## src/rtl/sha_msg_packer.sv

```systemverilog
// Packs an incoming byte stream into a single 440-bit SHA message block.
// Optional idle-timeout flush of partial messages: define SHA_MSG_TIMEOUT_EN.
module sha_msg_packer #(
  parameter int unsigned MAX_BYTES   = 55,
  parameter int unsigned TIMEOUT_CYC = 1000
) (
  input  logic         clk,
  input  logic         rst_n,
  input  logic         in_valid,
  input  logic [7:0]   in_byte,
  input  logic         in_last,
  output logic         in_ready,
  output logic         msg_valid,
  output logic [439:0] msg_word,
  output logic [5:0]   byte_valid,
  input  logic         hash_done,
  output logic         trunc_o
);

  localparam int unsigned WordW = 440;

  if (MAX_BYTES < 1 || MAX_BYTES > 55) begin : gen_bad_max
    $error("MAX_BYTES must be in 1..55");
  end
  if (TIMEOUT_CYC < 1) begin : gen_bad_timeout
    $error("TIMEOUT_CYC must be at least 1");
  end

  typedef enum logic [2:0] {
    StIdle,
    StCollect,
    StEmit,
    StWaitHash,
    StDrain
  } state_e;

  state_e             state_q, state_d;
  logic [5:0]         count_q, count_d;
  logic [WordW-1:0]   word_q, word_d;
  logic               trunc_q, trunc_d;
  logic               accept;
  logic               to_hit;
  logic [5:0]         max_cnt;

  assign max_cnt = 6'(MAX_BYTES);
  assign accept  = in_valid && in_ready;

`ifdef SHA_MSG_TIMEOUT_EN
  localparam int unsigned ToW = $clog2(TIMEOUT_CYC + 1);

  logic [ToW-1:0] to_q, to_d;

  // Fires on the edge where the idle count would reach TIMEOUT_CYC.
  assign to_hit = (state_q == StCollect) && !accept && (to_q == ToW'(TIMEOUT_CYC - 1));

  always_comb begin
    to_d = to_q;
    if (accept) begin
      to_d = '0;
    end else if (state_q == StCollect && !to_hit) begin
      to_d = to_q + ToW'(1);
    end
  end

  always_ff @(posedge clk or negedge rst_n) begin
    if (!rst_n) begin
      to_q <= '0;
    end else begin
      to_q <= to_d;
    end
  end
`else
  assign to_hit = 1'b0;
`endif

  always_comb begin
    state_d = state_q;
    count_d = count_q;
    word_d  = word_q;
    trunc_d = trunc_q;
    unique case (state_q)
      StIdle: begin
        if (accept) begin
          // Fresh message: wipe the previous payload so nothing stale survives.
          word_d              = '0;
          word_d[WordW-1 -: 8] = in_byte;
          count_d             = 6'd1;
          trunc_d             = 1'b0;
          if (in_last) begin
            state_d = StEmit;
          end else if (max_cnt == 6'd1) begin
            trunc_d = 1'b1;
            state_d = StDrain;
          end else begin
            state_d = StCollect;
          end
        end
      end
      StCollect: begin
        if (accept) begin
          if (count_q < max_cnt) begin
            word_d[(WordW - 8) - 8 * int'(count_q) +: 8] = in_byte;
            count_d = count_q + 6'd1;
          end
          if (in_last) begin
            state_d = StEmit;
          end else if (count_q + 6'd1 >= max_cnt) begin
            trunc_d = 1'b1;
            state_d = StDrain;
          end
        end else if (to_hit) begin
          state_d = StEmit;
        end
      end
      StDrain: begin
        if (accept && in_last) begin
          state_d = StEmit;
        end
      end
      StEmit: begin
        state_d = StWaitHash;
      end
      StWaitHash: begin
        if (hash_done) begin
          state_d = StIdle;
        end
      end
      default: begin
        state_d = StIdle;
      end
    endcase
  end

  always_ff @(posedge clk or negedge rst_n) begin
    if (!rst_n) begin
      state_q <= StIdle;
      count_q <= '0;
      word_q  <= '0;
      trunc_q <= 1'b0;
    end else begin
      state_q <= state_d;
      count_q <= count_d;
      word_q  <= word_d;
      trunc_q <= trunc_d;
    end
  end

  always_comb begin
    in_ready   = (state_q == StIdle) || (state_q == StCollect) || (state_q == StDrain);
    msg_valid  = (state_q == StEmit);
    msg_word   = word_q;
    byte_valid = count_q;
    trunc_o    = trunc_q;
  end

endmodule

```

## config.mk

```make
export PLATFORM = sky130hd
export DESIGN_NAME = sha_msg_packer
export DESIGN_NICKNAME = d
export VERILOG_FILES = /design/src/rtl/sha_msg_packer.sv
export SDC_FILE = /design/constraint.sdc
export NUM_CORES = 1
export LEC_CHECK = 0
export BUFFER_PORTS_ARGS = -buffer_cell sky130_fd_sc_hd__buf_2
export CAP_MARGIN = 20
export CORE_MARGIN = 5
export CORE_UTILIZATION = 50
export DETAILED_ROUTE_END_ITERATION = 8
export PLACE_DENSITY = 0.81
export SETUP_SLACK_MARGIN = 0.15
export SYNTH_ARGS = -nofsm -noshare
export SYNTH_HDL_FRONTEND = slang
export SYNTH_SLANG_ARGS = --single-unit
```

## constraint.sdc

```tcl
create_clock -name clk -period 6.2 [get_ports clk]
set_input_delay 0.93 -clock clk [delete_from_list [all_inputs] [get_ports clk]]
set_output_delay 0.93 -clock clk [all_outputs]
set_load 0.005 [all_outputs]
```

# Word level (Yosys, flattened, before mapping)

Cells that the tools add are included.

Register bits: 450
Latch bits: 0
ROM bits: 0
Memory bits (writable): 0
Input bits: 13
Output and inout port bits: 449
Word-level logic and storage cells: 54
Memories kept: 0

Shifts and indexed selects: 2
Mux-type cells: 22
$add $sub $neg: 3
Multipliers: 0
Bitwise operators: 0
Magnitude comparators: 2
Equality and inequality tests: 12
Reductions and logical operators: 9
Divide/modulo/power cells: 0

Operator list:

| operator                 | number |
|---|---|
| $mux 440                 | 3 |
| $pmux 440 s2             | 1 |
| $bwmux 440               | 1 |
| $shift 8x34->440 const A | 1 |
| $shiftx 8x34->440        | 1 |
| $neg 32->34              | 1 |
| $mux 3                   | 6 |
| $mux 6                   | 3 |
| $pmux 3 s5               | 1 |
| $ne 2x2->1 const B       | 7 |
| $pmux 6 s2               | 1 |
| $reduce_and 5->1         | 2 |
| $sub 9x9->10 const A     | 1 |
| $add 6x1->6 const B      | 1 |
| $eq 3x2->1 const B       | 2 |
| $ge 6x6->1 const B       | 1 |
| $lt 6x6->1 const B       | 1 |
| $mux 1                   | 4 |
| $reduce_and 4->1         | 1 |
| $eq 3x1->1 const B       | 1 |
| $eq 3x3->1 const B       | 1 |
| $logic_not 3->1          | 1 |
| $ne 3x3->1 const B       | 1 |
| $logic_and 1x1->1        | 2 |
| other kinds (4)          | 5 |

# Longest topological paths before layout

Depth in word-level cells: 7
Mapped depth: 21
Gate-level depth less buffers: 14

# Least setup slack after synthesis

Ideal clock, no wire load.

Kind: flip-flop to flip-flop
From: register count_q[0] (netlist: byte_valid[0])
To: register word_q[295] (netlist: msg_word[295])
Setup time: 121 ps
Path buffers: 6
Clock period less this slack: 4933 ps
Stages on the path, launching flop included: 21
Setup slack: 1267 ps
Data required time: 6079 ps
Data arrival time: 4812 ps
Path through: dfrtp_1 buf_2 clkbuf_1 inv_1 ha_1 or2_1 clkbuf_1 nor3_2 nand2_2 inv_2 buf_2 ha_1 nor4b_1 nand3b_1 a221o_1 buf_6 or4_4 buf_6 nor4_4 a21oi_2 a22o_1

Word-level cells in the longest chain between the ends: 7
Elaborated cells on any way between the ends: 11
Classes of those cells: add/sub: 2; order compare: 1; eq/ne: 1; shift: 2; mux: 4; reduce/logical: 1

Ends and longest elaborated chain:

| what                                                         | line | source |
|---|---|---|
| start, declared                                              | 38   | `logic [5:0] count_q, count_d;` |
| start signal, assigned                                       | 142  | `count_q <= count_d;` |
| $sub 9x9->10                                                 | 102  | `word_d[(WordW - 8) - 8 * int'(count_q) +: 8] = in_byte;` |
| $neg 32->34                                                  | 102  |  |
| $shiftx 8x34->440 / $shift 8x34->440 (equally long branches) | 102  |  |
| $bwmux 440                                                   | 102  |  |
| $mux 440                                                     | 101  | `if (count_q < max_cnt) begin` |
| $mux 440                                                     | 100  | `if (accept) begin` |
| $pmux 440 s2                                                 | 81   | `unique case (state_q)` |
| end signal, assigned                                         | 143  | `word_q <= word_d;` |
| end, declared                                                | 39   | `logic [WordW-1:0] word_q, word_d;` |

Parallel ways exist; a longest one is shown, timed or not. The select of a mux whose other input is x is not followed.
A chain may end at the register's enable or synchronous reset.

# Worst setup path after layout

From: register count_q[1] (netlist: byte_valid[1])
To: register word_q[19] (netlist: msg_word[19])

The elaborated chain is that of the path after synthesis.

==> flow_metrics.env <==
export IMPL_layout_cells_non_filler=2539
export IMPL_drc=0
export IMPL_synth_warnings=0
export IMPL_grt_max_degree=144
export IMPL_required_ns=6.66
export IMPL_synth_area_um2=18500
export IMPL_synth_seq_cells=450
export IMPL_synth_top_area_share=0.609
export IMPL_yosysUniqueCellTypes=76
export IMPL_ant_nets=0
export IMPL_r2r_start="byte_valid[1]"
export IMPL_synth_area_leaders="dfrtp_1, a22o_1, o2bb2ai_1, nand2_1, o21ai_0"
export IMPL_grt_overflow_total=0
export IMPL_p_leak_nw=11.6
export IMPL_clockRootBuffer="clkbuf_16"
export IMPL_synth_cells=1594
export IMPL_die_h_um=202
export IMPL_fmax_mhz=176
export IMPL_syn_to_final_growth_pct=23.2
export IMPL_worstSetupStartpoint="byte_valid[1]"
export IMPL_initial_core_util=0.506
export IMPL_synth_seq_area_share=0.609
export IMPL_avgViaCountPerCell=6.34
export IMPL_wl_um=66300
export IMPL_fin_skew_ns=0.0213
export IMPL_worst_hold_path_type="flop to flop"
export IMPL_cts_tree="done"
export IMPL_fillers=2931
export IMPL_max_slew_margin_rel=0.199
export IMPL_multi_input_area_um2=6730
export IMPL_place_gp_congestion=1.00
export IMPL_synthTopCellsByCount="dfrtp_1, a22o_1, nand2_1"
export IMPL_post_dp_cell_area_um2=21300
export IMPL_cts_made_buffers=46
export IMPL_cts_buffer_depth=3
export IMPL_dp_cells=2455
export IMPL_grt_pass1_vias=15900
export IMPL_fin_total_pwr_mw=7.50
export IMPL_synth_edf_count=0
export IMPL_cap_violations=0
export IMPL_ctsHtreeMaxLevel=2
export IMPL_die_area_um2=40900
export IMPL_period_share=0.914
export IMPL_nNetsFinal=2061
export IMPL_synth_top_area_cell="dfrtp_1"
export IMPL_path_max_fanout=19
export IMPL_drtIter0Drc=1523
export IMPL_vdd_drop_max_v=0.000229
export IMPL_worstSetupPathType="flop to flop"
export IMPL_tightest_slew_ns=1.20
export IMPL_design_area_um2=22800
export IMPL_holdWs_ns=0.475
export IMPL_drive_gt1_frac=0.293
export IMPL_power_density_nw_per_um2=329
export IMPL_clkLatencyLatePin_ns=0.58
export IMPL_setup_viol=0
export IMPL_cts_resized=0
export IMPL_startpoint_type="flop"
export IMPL_regArea_um2=11300
export IMPL_wl_per_cell_um=26.1
export IMPL_fin_ws_ns=0.531
export IMPL_synthFlopType="dfrtp_1"
export IMPL_crit_slowest_cell="or4_1"
export IMPL_drv_slew=0
export IMPL_syn_nets=1618
export IMPL_post_cts_buffers=0
export IMPL_grt_total_usage=0.314
export IMPL_hold_start="msg_word[201]"
export IMPL_vias=16100
export IMPL_synth_async_sr_flop_share=1.00
export IMPL_hold_viol_final=0
export IMPL_max_stage_delay_ns=0.91
export IMPL_endpoint_kind="flop"
export IMPL_rsz0062_at_grt="false"
export IMPL_fin_crit_ns=5.67
export IMPL_rows=70
export IMPL_synth_most_common_cell="dfrtp_1"
export IMPL_avgSynthCellArea_um2=11.6
export IMPL_grt_antenna_before_repair=0
export IMPL_firstDrtPassIters=5
export IMPL_cp_data_arrival_time_ns=6.13
export IMPL_status="finished, final reports clean"
export IMPL_utilization=0.624
export IMPL_fp_dieW_um=202
export IMPL_tns_ns=0
export IMPL_dp_final_hpwl_um=47200
export IMPL_cts_clk_slew_worst_paths_ns=0.06
export IMPL_antenna_cells=0
export IMPL_clock_sinks=450
export IMPL_grt_pass1_wl_um=100000
export IMPL_place_ws_ns=0.188
export IMPL_port_buffers=461
export IMPL_core_um2=36500
export IMPL_cts_hold_buf=0
export IMPL_crit_chain="ha_2, a21oi_1, xnor2_1, o211ai_1, ha_1, nor4b_1, nand3b_1, a221o_1, or4_1, nor2_2, a31oi_1, a22o_1"
export IMPL_ios=462
[per-layer routing]
layer  part of all wire  track usage  up-vias
li1                   -            -     6856
met1               0.40        0.420     8127
met2               0.47        0.500      918
met3              0.084       0.0667      186
met4              0.045        0.137        0
met5                  0            0        -
[final timing paths]
kind / end / slack, ns / cells past startpoint
worst max register to register: msg_word[19] / 0.53 / 12
worst min register to register: msg_word[201] / 0.47 / 2
worst min-delay path: msg_word[201] / 0.47 / 2
max in group asynchronous: msg_word[259] / 4.33 / 2
min in group asynchronous: msg_word[20] / 0.52 / 1
worst max-delay path: msg_word[19] / 0.53 / 12
[layout make-up]
type | count | area share
Tap cell | 468 | 0.0257
Multi-Input combinational cell | 1010 | 0.295
Inverter | 41 | 0.00676
Clock inverter | 10 | 0.00566
Clock buffer | 72 | 0.0597
Timing Repair Buffer | 488 | 0.112
Sequential cell | 450 | 0.494
[critical path, delay by kind of cell, from the launching register on]
kind | cells | cell delay (ns)
AND/OR/NAND/NOR | 4 | 1.84
AO/OA/AOI/OAI | 5 | 1.73
adder cells (fa/ha/maj) | 2 | 0.87
flip-flops | 1 | 0.58
XOR/XNOR | 1 | 0.53
[placed cells by master, fill, tap and decap left out, drive strengths merged, types with 5 or more instances in the layout]
master   Yosys  layout
o21ai      112     112
clkbuf      58      72
or3          5       5
o211ai      20      20
a2bb2o       8       8
a22o       177     177
buf         35     488
nand3       49      49
xnor2        5       5
o31ai       29      29
nor3        19      19
a21oi       34      34
nor2        90      90
o22ai       34      34
inv         41      42
a21o         7       7
dfrtp      450     450
clkinv       0       6
o2bb2ai    103     103
and3         6       6
nor4        16      16
nand2      175     175
ha          11      11
o21a         7       7
a31oi       20      20
and2         7       7
nand3b       6       6
nand2b      13      13
or4          5       5
[cells by family (layout without fill, tap and decap cells)]
group | Yosys count | after routing | share of synthesized area
AOI/OAI and AO/OA | 572 | 572 | 0.234
xor gates and xnor gates | 7 | 7 | 0.00372
adders and majority gates | 11 | 11 | 0.00745
buffers and inverters | 134 | 611 | 0.0297
DFF | 450 | 450 | 0.609
muxes | 1 | 1 | 0.000542
and+or+nand+nor | 419 | 419 | 0.116
[state kept, by name, indices dropped and copies added (netlist names)]
signal,flops
byte_valid,6
trunc_o,1
msg_word,440
state_q,3
[report_power, final]
part | switching, mW | internal, mW
registers | 0.110 | 3.02
clock network | 1.14 | 1.63
logic | 1.25 | 0.356
total | 2.50 | 5.00
(Power assumes the default switching activity.)
